$ cat src/rtl/seq_adder_if.sv
// ---------------------------------------------------------------------------
// seq_adder_if
//   Bundles the start/busy/done handshake and the operand/result bus of the
//   digit-serial adder.
//
//   Handshake: the master raises start with a and b valid. The slave accepts
//   the request on a rising edge only when it is idle or showing done. It
//   signals acceptance by raising busy from the next cycle onward. A start
//   seen while busy is dropped and is not queued. When done pulses for one
//   cycle, sum/carry/overflow are valid, and they hold until the next accept
//   completes. busy and done are never high together.
//
//   Signals
//     start     master -> slave  request
//     a, b      master -> slave  operands (WIDTH bits), sampled on accept
//     busy      slave -> master  operation in progress
//     done      slave -> master  one-cycle completion pulse
//     sum       slave -> master  a + b mod 2^WIDTH
//     carry     slave -> master  unsigned carry out of the MSB
//     overflow  slave -> master  signed overflow
// ---------------------------------------------------------------------------
interface seq_adder_if #(
  parameter int WIDTH = 32
);
  logic             start;
  logic [WIDTH-1:0] a;
  logic [WIDTH-1:0] b;
  logic             busy;
  logic             done;
  logic [WIDTH-1:0] sum;
  logic             carry;
  logic             overflow;

  modport master (
    output start, a, b,
    input  busy, done, sum, carry, overflow
  );

  modport slave (
    input  start, a, b,
    output busy, done, sum, carry, overflow
  );
endinterface

$ cat src/rtl/seq_adder.sv
// ---------------------------------------------------------------------------
// seq_adder
//   Digit-serial two's-complement adder. It adds DIGIT bits per clock, starting
//   with the LSB digit, through a single DIGIT-bit carry chain. It needs
//   WIDTH/DIGIT cycles per add. It reports the unsigned carry-out and the
//   signed overflow of the full-width result.
//
//   Ports
//     clk      rising-edge clock
//     rst      asynchronous, active-high reset (released synchronously)
//     bus_io   seq_adder_if.slave: start, a, b in; busy, done, sum, carry,
//              overflow out
//     state_o  current FSM state (0 = IDLE, 1 = RUN, 2 = DONE)
//
//   Timing
//     The request is accepted at edge N, and busy is high from the cycle after
//     N. The last digit is added at edge N+WIDTH/DIGIT. In the cycle that
//     follows, done pulses and the new sum/carry/overflow become visible. The
//     outputs change only on that final-digit edge, so a partially built sum is
//     never visible.
// ---------------------------------------------------------------------------
module seq_adder #(
  parameter int WIDTH = 32,
  parameter int DIGIT = 4
) (
  input  logic        clk,
  input  logic        rst,
  seq_adder_if.slave  bus_io,
  output logic [1:0]  state_o
);

  localparam int NDIG  = WIDTH / DIGIT;
  localparam int CNT_W = (NDIG > 1) ? $clog2(NDIG) : 1;
  localparam logic [CNT_W-1:0] LAST_DIG = CNT_W'(NDIG - 1);

  // The slicing below assumes at least two digits and whole digits only.
  if ((WIDTH % DIGIT) != 0) begin : g_bad_digit
    $error("seq_adder: WIDTH must be a multiple of DIGIT");
  end
  if (NDIG < 2) begin : g_bad_ndig
    $error("seq_adder: WIDTH must hold at least two digits");
  end

  typedef enum logic [1:0] {
    ST_IDLE = 2'd0,
    ST_RUN  = 2'd1,
    ST_DONE = 2'd2
  } state_t;

  // -------------------------------------------------------------------------
  // State
  // -------------------------------------------------------------------------
  state_t           state_q;
  logic [WIDTH-1:0] a_q;       // operand A, shifted right one digit per cycle
  logic [WIDTH-1:0] b_q;       // operand B, shifted right one digit per cycle
  logic [WIDTH-1:0] acc_q;     // partial sum, filled from the MSB side
  logic             cin_q;     // carry between digits
  logic [CNT_W-1:0] cnt_q;     // index of the digit being added
  logic             busy_q;
  logic             done_q;
  logic [WIDTH-1:0] sum_q;     // visible result, written only on the last digit
  logic             carry_q;
  logic             ovf_q;

  // -------------------------------------------------------------------------
  // One DIGIT-bit carry chain working on the low digit of the operand shifters
  // -------------------------------------------------------------------------
  logic [DIGIT:0]   dig_full_d;
  logic [DIGIT-1:0] dig_sum_d;
  logic             dig_cout_d;
  logic             dig_cmsb_d;
  logic [WIDTH-1:0] acc_d;
  logic [WIDTH-1:0] a_d;
  logic [WIDTH-1:0] b_d;
  logic             last_d;

  always_comb begin
    dig_full_d = {1'b0, a_q[DIGIT-1:0]} + {1'b0, b_q[DIGIT-1:0]}
               + {{DIGIT{1'b0}}, cin_q};
    dig_sum_d  = dig_full_d[DIGIT-1:0];
    dig_cout_d = dig_full_d[DIGIT];
    // The top bit of the digit sum is a ^ b ^ c_in at that position, so the
    // carry into the top bit can be recovered from the digit sum.
    dig_cmsb_d = a_q[DIGIT-1] ^ b_q[DIGIT-1] ^ dig_sum_d[DIGIT-1];
    // The new digit enters at the MSB end. After NDIG shifts, the first digit
    // has reached bit 0.
    acc_d      = {dig_sum_d, acc_q[WIDTH-1:DIGIT]};
    a_d        = {{DIGIT{1'b0}}, a_q[WIDTH-1:DIGIT]};
    b_d        = {{DIGIT{1'b0}}, b_q[WIDTH-1:DIGIT]};
    last_d     = (cnt_q == LAST_DIG);
  end

  // -------------------------------------------------------------------------
  // Controller and datapath registers
  // -------------------------------------------------------------------------
  always_ff @(posedge clk or posedge rst) begin
    if (rst) begin
      state_q <= ST_IDLE;
      a_q     <= '0;
      b_q     <= '0;
      acc_q   <= '0;
      cin_q   <= 1'b0;
      cnt_q   <= '0;
      busy_q  <= 1'b0;
      done_q  <= 1'b0;
      sum_q   <= '0;
      carry_q <= 1'b0;
      ovf_q   <= 1'b0;
    end else begin
      case (state_q)
        ST_IDLE: begin
          done_q <= 1'b0;
          if (bus_io.start) begin
            a_q     <= bus_io.a;
            b_q     <= bus_io.b;
            acc_q   <= '0;
            cin_q   <= 1'b0;
            cnt_q   <= '0;
            busy_q  <= 1'b1;
            state_q <= ST_RUN;
          end
        end

        // While in this state, start is ignored and the operands are not
        // sampled again.
        ST_RUN: begin
          a_q   <= a_d;
          b_q   <= b_d;
          acc_q <= acc_d;
          cin_q <= dig_cout_d;
          if (last_d) begin
            cnt_q   <= '0;
            sum_q   <= acc_d;
            carry_q <= dig_cout_d;
            ovf_q   <= dig_cmsb_d ^ dig_cout_d;
            busy_q  <= 1'b0;
            done_q  <= 1'b1;
            state_q <= ST_DONE;
          end else begin
            cnt_q <= cnt_q + CNT_W'(1);
          end
        end

        // Allows back-to-back operation: a start here begins the next add
        // right away, and done still drops after one cycle.
        ST_DONE: begin
          done_q <= 1'b0;
          if (bus_io.start) begin
            a_q     <= bus_io.a;
            b_q     <= bus_io.b;
            acc_q   <= '0;
            cin_q   <= 1'b0;
            cnt_q   <= '0;
            busy_q  <= 1'b1;
            state_q <= ST_RUN;
          end else begin
            state_q <= ST_IDLE;
          end
        end

        default: begin
          busy_q  <= 1'b0;
          done_q  <= 1'b0;
          state_q <= ST_IDLE;
        end
      endcase
    end
  end

  // -------------------------------------------------------------------------
  // Outputs (all registered)
  // -------------------------------------------------------------------------
  assign bus_io.busy     = busy_q;
  assign bus_io.done     = done_q;
  assign bus_io.sum      = sum_q;
  assign bus_io.carry    = carry_q;
  assign bus_io.overflow = ovf_q;
  assign state_o         = state_q;

endmodule

$ cat src/flat_wrapper.sv
// flat-port wrapper written by rule: the top's interface ports become plain ports
module seq_adder_flat 
#(
  parameter int WIDTH = 32,
  parameter int DIGIT = 4
)
  (clk, rst, state_o, bus_io_start, bus_io_a, bus_io_b, bus_io_busy, bus_io_done, bus_io_sum, bus_io_carry, bus_io_overflow);
  seq_adder_if #(.WIDTH(WIDTH)) bus_io_i ();
  input  logic clk;
  input  logic rst;
  output logic [1:0] state_o;
  input wire logic [$bits(bus_io_i.start)-1:0] bus_io_start;
  input wire logic [$bits(bus_io_i.a)-1:0] bus_io_a;
  input wire logic [$bits(bus_io_i.b)-1:0] bus_io_b;
  output wire logic [$bits(bus_io_i.busy)-1:0] bus_io_busy;
  output wire logic [$bits(bus_io_i.done)-1:0] bus_io_done;
  output wire logic [$bits(bus_io_i.sum)-1:0] bus_io_sum;
  output wire logic [$bits(bus_io_i.carry)-1:0] bus_io_carry;
  output wire logic [$bits(bus_io_i.overflow)-1:0] bus_io_overflow;
  assign bus_io_i.start = bus_io_start;
  assign bus_io_i.a = bus_io_a;
  assign bus_io_i.b = bus_io_b;
  assign bus_io_busy = bus_io_i.busy;
  assign bus_io_done = bus_io_i.done;
  assign bus_io_sum = bus_io_i.sum;
  assign bus_io_carry = bus_io_i.carry;
  assign bus_io_overflow = bus_io_i.overflow;
  seq_adder #(.WIDTH(WIDTH), .DIGIT(DIGIT)) u_core (.clk(clk), .rst(rst), .bus_io(bus_io_i), .state_o(state_o));
endmodule
$ cat config.mk
export PLATFORM = sky130hd
export DESIGN_NAME = seq_adder_flat
export DESIGN_NICKNAME = d
export VERILOG_FILES = /design/src/rtl/seq_adder_if.sv /design/src/rtl/seq_adder.sv /design/src/flat_wrapper.sv
export SDC_FILE = /design/constraint.sdc
export NUM_CORES = 1
export LEC_CHECK = 0
export ABC_AREA = 0
export BUFFER_PORTS_ARGS = -buffer_cell sky130_fd_sc_hd__buf_2
export CAP_MARGIN = 25
export CORE_MARGIN = 3
export CORE_UTILIZATION = 45
export CTS_BUF_LIST = sky130_fd_sc_hd__clkbuf_4
export CTS_CLUSTER_DIAMETER = 80
export DETAILED_ROUTE_END_ITERATION = 8
export HOLD_SLACK_MARGIN = 0.02
export PLACE_DENSITY = 0.67
export SETUP_SLACK_MARGIN = 0.02
export SLEW_MARGIN = 20
export SYNTH_ARGS = -nofsm -noshare
export SYNTH_HDL_FRONTEND = slang
export SYNTH_SLANG_ARGS = --single-unit
$ cat constraint.sdc
create_clock -name clk -period 5.7 [get_ports clk]
set_clock_uncertainty 0.2 [all_clocks]
set_input_delay 0.285 -clock clk [delete_from_list [all_inputs] [get_ports clk]]
set_output_delay 0.285 -clock clk [all_outputs]
set_load 0.01 [all_outputs]
* After elaboration in Yosys (flattened, before gate mapping)
Cells that the tools add are included.
Widths: inputs -> output; s select.
** Word-level totals
- Register bits after elaboration :: 138
- Input port bits :: 67
- Output and inout bits :: 38
- Logic and storage cells :: 50
** Operators by class
- Add/subtract/negate cells :: 3
- Equal/unequal tests :: 6
- Muxes and demuxes :: 20
- Bitwise gates (word level) :: 3
- Reductions and logical operators :: 7
** Operator list (number)
- $pmux 32 s2 :: 3
- $mux 32 :: 3
- $reduce_and 2->1 :: 4
- $mux 1 :: 6
- $mux 3 :: 2
- $pmux 2 s3 :: 1
- $pmux 3 s2 :: 1
- $add 4x4->5 :: 1
- $add 5x1->5 :: 1
- $mux 2 :: 2
- $ne 2x1->1 const B :: 2
- $pmux 1 s2 :: 2
- $add 3x1->3 const B :: 1
- $eq 3x3->1 const B :: 1
- $xor 1x1->1 :: 3
- $eq 2x1->1 const B :: 1
- $eq 2x2->1 const B :: 1
- $logic_not 2->1 :: 1
- $ne 2x2->1 const B :: 1
- $reduce_bool 2->1 :: 1
- $reduce_or 2->1 :: 1

* Depth between registers and ports, before layout
Gate-level depths: netlist of run 1.
- Depth in word-level cells :: 4
- Mapped depth :: 8
- Gate-level depth less buffers :: 8

* Worst setup path after synthesis of run 1
No wires, ideal clock.
- Kind :: register -> register
- From :: register u_core.cin_q
- To :: register u_core.ovf_q (netlist: u_core.bus_io.overflow)
- Library setup time :: 0.127 ns
- Data arrival time :: 1.629 ns
- Data required time :: 5.373 ns
- Slack :: 3.743 ns
- Cell stages (with the launch flop) :: 9
- Buffers on the path :: 0
- Clock period less this slack :: 1.957 ns
- Cells stage by stage :: dfrtp_1 > inv_1 > fa_1 > inv_1 > fa_1 > a21o_1 > a21oi_1 > xor2_1 > o21ai_0
** On the way
- Longest elaborated chain between the ends :: 3
** Ends and longest elaborated chain
- start: declaration :: RTL line seq_adder.sv:57 : logic cin_q;
- start signal: assignment :: RTL line seq_adder.sv:130 : cin_q <= dig_cout_d;
- $add 5x1->5 (*) :: RTL line seq_adder.sv:79 : + {{DIGIT{1'b0}}, cin_q};
- $xor 1x1->1 :: RTL line seq_adder.sv:84 : dig_cmsb_d = a_q[DIGIT-1] ^ b_q[DIGIT-1] ^ dig_sum_d[DIGIT-1];
- $xor 1x1->1 (*) :: RTL line seq_adder.sv:135 : ovf_q <= dig_cmsb_d ^ dig_cout_d;
- end signal: assignment :: RTL line seq_adder.sv:135
- end: declaration :: RTL line seq_adder.sv:63 : logic ovf_q;
Every way passes the cells marked *; elsewhere a longest branch is shown, timed or not.
A chain may end at the register's enable or synchronous reset.

* Final worst setup path of run 1
- From :: register u_core.state_q[0] (netlist: u_core.state_o[0])
- To :: register u_core.a_q[27]
** On the way
- Longest elaborated chain between the ends :: 4
- Elaborated cells on any way between the ends :: 8
- Those cells by class :: eq/ne (3); mux (1); reduce/logical (4)
** Ends and longest elaborated chain
- start: declaration :: RTL line seq_adder.sv:53 : state_t state_q;
- start signal: assignment :: RTL line seq_adder.sv:98 : state_q <= ST_IDLE;
- start signal: assignment :: RTL line seq_adder.sv:120 : state_q <= ST_RUN;
- start signal: assignment :: RTL line seq_adder.sv:138 : state_q <= ST_DONE;
- $eq 2x2->1 or $logic_not 2->1 (tied branches) :: RTL line seq_adder.sv:110 : case (state_q)
- $reduce_or 2->1 (no source line)
- $ne 2x1->1 (no source line) or $reduce_bool 2->1 (tied branches)
- $reduce_and 2->1 (no source line)
- end signal: assignment :: RTL line seq_adder.sv:114 : a_q <= bus_io.a;
- end signal: assignment :: RTL line seq_adder.sv:149 : a_q <= bus_io.a;
- end: declaration :: RTL line seq_adder.sv:54 : logic [WIDTH-1:0] a_q;
Several ways; a longest one is shown, not always the timed one.

==> out/metrics.yaml, run 1 <==
detailed_routing:
  drt-total-wl_um: 11900
  viasPerCell: 4.93
  firstDrtPassIters: 4
  drc_errors: 0
  drtAntennaViolNets: 0
  post_drt_wl_per_cell_um: 15.0
  vias: 3918
  drt_iter0_drc: 163
yosys:
  synthArstFlopShare: 1.00
  syn_area_per_cell_um2: 12.7
  yosys_warnings: 0
  netlist.top_cell.by_area: "dfrtp_1"
  synth_cell_types: 26
  synth-edff-count: 0
  ys_seq_elements: 134
  synthTopCellsByArea: "dfrtp_1 58%, mux2i_1 9.8%, mux2_4 7.6%"
  synth_top_area_share: 0.585
  netlist_instances: 451
  ys.flop_type: "dfrtp_1"
  seq_area_frac_synth: 0.585
  synth_area_um2: 5740
  synth_most_common_cell: "dfrtp_1"
  netlist_top_cells_count: "134 x dfrtp_1, 68 x nand2_1, 56 x mux2i_1"
  syn_nets: 525
grt:
  grt_pass1_vias: 4107
  grt_usage: 0.178
  antenna_found_initial: 0
  grt-ovfl-total: 0
  grt_max_degree: 70
  grt_pass1_wl_um: 20000
worst_setup_path:
  crit_required_ns: 5.87
  r2r_end: "u_core.a_q[27]"
  reg2reg_setup_slack_ns: 2.70
  critPathCaptureType: "flip-flop"
  arrival_ns: 3.18
  worst-setup-path-type: "reg2reg"
  timing.rr.start: "u_core.state_o[0]"
  worstSetupStartpointType: "flip-flop"
  crit_fanout: 68
  ff2ff_path_depth: 4
place:
  dp_hpwl_um: 7240
  gp_congestion: 0.743
  pre_cts_slack_ns: 2.43
  port_buffers: 104
clocking:
  cts_tree: "done"
  clock_path_buffers: 2
  insertion_delay_ns: 0.52
  post_cts_buffers: 0
  clk_pin_slew_ns: 0.12
  cts_buffers: 17
  postCtsResizedCells: 0
  cts_root_buf: "clkbuf_4"
  clock_sinks: 134
  htreeDepth: 4
timing:
  relSlewSlack: 0.333
  rsz0062_at_grt: "no"
  setup_tns_ns: 0
  timing.final.crit_share: 0.527
  tightest_slew_ns: 1.00
  hold_viol: 0
  fmax_mhz: 333
  finalWorstPathRequiredPeriod_ns: 3.00
  setup_ws_ns: 2.70
  drv_slew: 0
  finalSetupViolations: 0
cells_and_area:
  postLayoutCoreUtil: 0.597
  nets: 687
  antenna_cells: 0
  area_growth_pct: 27.1
  layout-drive-gt1-share: 0.278
floorplanning:
  fp.coreArea_um2: 12200
  die_h_um: 119
  start_util: 0.470
  die_w_um: 119
  ios: 105
  num_rows: 40
  dieArea_um2: 14100
power:
  leakagePower_nw: 3.77
  irDropWorstVdd_mv: 0.233
  internal-power_mw: 2.47
  p_sw_mw: 1.35
  swShare: 0.353
  power_per_cell_area_nw_per_um2: 524
  seqPwrFrac: 0.448
  power_frac_clock: 0.197
  power_mw: 3.82
  combPwrFrac: 0.355
min_path:
  min_path_type: "in2async"
run_status:
  status: "finished clean"
job:
  cap_violations: 0
==> power by group through the flow <==
stage | Combinational [mW] | Clock [mW] | Sequential [mW]
floorplan | 1.14 | 0 | 1.63
global placement | 1.29 | 0 | 1.71
detailed placement | 1.33 | 0 | 1.73
CTS | 1.37 | 0.773 | 1.71
global route | 1.52 | 0.822 | 1.77
finish | 1.36 | 0.755 | 1.71
==> cell type report <==
type,count,area [um2]
fill,1031,4920
sequential,134,3360
multi-input combinational,279,2120
timing repair buffer,174,1210
clock inverter,15,224
tap,168,210
clock buffer,17,128
inverter,7,31.3
==> state kept, by name, indices dropped and copies added (netlist names), 2 cells and up <==
name / cells
u_core.acc_q: 28
u_core.b_q: 32
u_core.cnt_q: 3
u_core.state_o: 2
u_core.bus_io.sum: 32
u_core.a_q: 32
==> cell usage in the layout, fill, tap and decap left out, drive strengths merged, types with 2 or more instances in the layout <==
cell type    count
xnor2            2
clkinv           4
a22o            34
fa               2
clkbuf          17
dfrtp          134
bufinv           5
inv             11
a21o             2
buf            108
dlygate4sd3     66
mux2            29
a21oi            2
clkinvlp         2
mux2i           56
ha               5
nor2             5
o21ai           67
nand2           69
==> logic make-up (layout without fill, tap and decap cells) <==
family / count (synthesis) / after routing / share of synthesized area
AOI/OAI and AO/OA: 107 / 107 / 0.118
adders and majority gates: 7 / 7 / 0.0179
DFF: 134 / 134 / 0.585
xor gates and xnor gates: 3 / 3 / 0.00458
buffers and inverters: 38 / 213 / 0.0458
and+or+nand+nor: 77 / 77 / 0.0556
muxes: 85 / 85 / 0.174
==> routing by layer <==
layer | share of wire | GRT usage | vias up
met3 | 0.047 | 0.0617 | 6
met2 | 0.49 | 0.287 | 97
met4 | 0.0050 | 0.0413 | 0
li1 | - | - | 1910
met5 | 0 | 0 | -
met1 | 0.46 | 0.232 | 1905
==> through the flow <==
step | hold slack, ns | instances | area [um2]
after global routing | 0.163 | 794 | 7290
after global placement | 0.220 | 695 | 6260
final | 0.201 | 794 | 7290
after CTS | 0.169 | 794 | 7280
after floorplan | 0.225 | 451 | 5740
after detailed placement | 0.225 | 696 | 6270
==> worst max-delay path by stage <==
stage	to	start	depth (start not counted)	slack [ns]
3_3_place_gp	u_core.a_q[27]	u_core.state_o[0]	4	2.48
3_5_place_dp	u_core.bus_io.sum[10]	u_core.state_o[0]	3	2.43
2_1_floorplan	u_core.a_q[0]	rst	1	1.63
5_1_grt	u_core.a_q[14]	u_core.state_o[0]	5	2.42
4_1_cts	u_core.bus_io.sum[25]	u_core.state_o[0]	3	2.42
6_report	u_core.a_q[27]	u_core.state_o[0]	4	2.70
==> worst max-delay path: stages (launching register included) <==
cell     delay [ns]
dfrtp_4        1.09
nor2b_1        0.34
nor2_8         0.40
buf_4          0.60
o21ai_0        0.18
==> timing repair <==
action | CTS | global route
hold endpoints to repair | 133 | 0
hold buffers | 66 | 0
setup endpoints to repair | 0 | 0
Note: power is estimated with default switching activity, not from simulation.
==> run 2: changes to the inputs <==
==> constraint.sdc (replaced) <==
create_clock -name clk -period 3.1 [get_ports clk]
set_clock_uncertainty 0.2 [all_clocks]
set_input_delay 0.155 -clock clk [delete_from_list [all_inputs] [get_ports clk]]
set_output_delay 0.155 -clock clk [all_outputs]
set_load 0.01 [all_outputs]
==> run 2 against run 1 <==
  * Total power is 81% higher
  * Highest routed layer unchanged
  * Final cell count is 0.38% higher
  * Worst hold slack worse by 0.072 ns
  * Largest cell class unchanged
  * First-iteration DRC count increased by 9.8%
  * Clock-buffer cell count is 3 higher
  * Sequential share of layout area decreased by 0.055 points
  * Flip-flop and latch count unchanged
  * Maximum frequency is 30% higher
  * Setup slack worse by 1.9 ns
  * Critical path type unchanged
  * Non-clock buffer count grew 3
  * Via count is 0.92% lower
  * Utilization rose by 0.072 points
==> out/metrics.yaml, run 2 (same netlist as run 1, synthesis figures left out) <==
timing:
  finalWorstPathRequiredPeriod_ns: 2.30  # -0.699 ns
  tightest_slew_ns: 0.801  # -0.200 ns
  setup_ws_ns: 0.797  # -1.90 ns
  drv_slew: 0  # unchanged
  relSlewSlack: 0.465  # +0.132
  setup_tns_ns: 0  # unchanged
  hold_viol: 0  # unchanged
  fmax_mhz: 434  # +30%
  holdWs_ns: 0.129  # -0.0716 ns
  rsz0062_at_grt: "no"
  finalSetupViolations: 0  # unchanged
  timing.final.crit_share: 0.743  # +0.216
grt:
  grt_pass1_wl_um: 20200  # +0.90%
  grt_use_met1: 0.232  # +0.000728
  antenna_found_initial: 0  # unchanged
  grt-ovfl-total: 0  # unchanged
  grt_util_met3: 0.0527  # -0.00902
  grt_pass1_vias: 4116  # +0.22%
  met2_usage: 0.287  # unchanged
  gr-max-usage-layer: "met2"
  grt_max_degree: 90  # +29%
  grt_usage: 0.178  # +0.000664
cells_and_area:
  multi_input_area_um2: 2120  # -0.24%
  final_common_cell: "dfrtp_1"
  nets: 690  # +0.44%
  area_growth_pct: 27.2
  seq_area_um2: 3360  # unchanged
  fillerInstances: 1032  # +0.097%
  layout-drive-gt1-share: 0.275  # -0.00292
  final_cell_mix: "133 x dfrtp_1, 104 x buf_2, 68 x nand2_1, 66 x dlygate4sd3_1, 56 x mux2i_1"
  postLayoutCoreUtil: 0.598  # +0.000717
  antenna_cells: 0  # unchanged
place:
  port_buffers: 104  # unchanged
  gp_congestion: 0.760  # +2.3%
  pre_cts_slack_ns: 0.809  # -1.62 ns
  dp_hpwl_um: 7400  # +2.2%
detailed_routing:
  firstDrtPassIters: 4  # unchanged
  drt-total-wl_um: 11900  # -0.50%
  drt_iter0_drc: 179  # +9.8%
  post_drt_wl_per_cell_um: 14.9  # -0.88%
  vias: 3882  # -0.92%
  drc_errors: 0  # unchanged
  viasPerCell: 4.87  # -1.3%
  drtAntennaViolNets: 0  # unchanged
clocking:
  cts_tree: "done"
  clock_path_buffers: 2  # unchanged
  insertion_delay_ns: 0.51  # about the same
  cts_hold_buf: 66  # unchanged
  post_cts_buffers: 0  # unchanged
  postCtsResizedCells: 0  # unchanged
  htreeDepth: 4  # unchanged
  clk_pin_slew_ns: 0.12  # about the same
  clock_sinks: 134  # unchanged
  cts_buffers: 17  # unchanged
  cts_root_buf: "clkbuf_4"
floorplanning:
  start_util: 0.470  # unchanged
  fp.coreArea_um2: 12200  # unchanged
  die_w_um: 119  # unchanged
  dieArea_um2: 14100  # unchanged
  ios: 105  # unchanged
  num_rows: 40  # unchanged
  die_h_um: 119  # unchanged
power:
  power_per_cell_area_nw_per_um2: 946  # +81%
  irDropWorstVdd_mv: 0.543  # +130%
  leakagePower_nw: 3.76  # about the same
worst_setup_path:
  reg2reg_setup_slack_ns: 0.80  # -1.90 ns
  ff2ff_path_depth: 5  # +1
  timing.rr.start: "u_core.state_o[0]"
  r2r_end: "u_core.cnt_q[0]"
  worstSetupStartpointType: "flip-flop"
  arrival_ns: 2.50  # -0.68 ns
  crit_required_ns: 3.30  # -2.57 ns
  critPathCaptureType: "flip-flop"
  worst-setup-path-type: "reg2reg"
  crit_fanout: 51  # -25%
job:
  cap_violations: 0  # unchanged
min_path:
  min_path_type: "in2async"
run_status:
  status: "finished clean"
-- run 2: critical path: stages (launching register included) --
cell and delay (ns):
dfrtp_4 0.60, and2b_4 0.32, nor2_8 0.50, buf_4 0.41, nand2_1 0.09, o31ai_1 0.07
-- run 2: how the worst max path moves through the flow --
stage,to,depth (start not counted),slack [ns],start
2_1_floorplan,u_core.a_q[0],1,1.08,rst
3_3_place_gp,u_core.cnt_q[0],5,0.85,u_core.state_o[0]
3_5_place_dp,u_core.cnt_q[0],5,0.81,u_core.state_o[0]
4_1_cts,u_core.cnt_q[0],5,0.76,u_core.state_o[0]
5_1_grt,u_core.acc_q[31],5,0.60,u_core.state_o[0]
6_report,u_core.cnt_q[0],5,0.80,u_core.state_o[0]
-- run 2: routing by layer --
layer | vias up | part of all wire
li1 | 1914 | -
met2 | 100 | 0.48
met3 | 19 | 0.054
met4 | 0 | 0.016
met5 | - | 0
met1 | 1849 | 0.44
-- run 2: cell type report --
type                       instances  share of cell area
multi-input combinational        279               0.290
tap                              168              0.0288
clock inverter                    12              0.0219
inverter                           7             0.00411
sequential                       134               0.460
clock buffer                      20              0.0206
timing repair buffer             177               0.174
-- run 2: power breakdown --
group,internal [mW],switching [mW]
logic,1.33,1.31
clock network,0.654,0.589
registers,2.52,0.505
-- run 2: through the flow --
step	total power [mW]	std cells	instance area, um2
3_5_place_dp	5.68	699	6330
4_1_cts	6.98	797	7300
2_1_floorplan	5.09	451	5740
3_3_place_gp	5.58	699	6330
5_1_grt	7.46	797	7300
6_report	6.91	797	7300
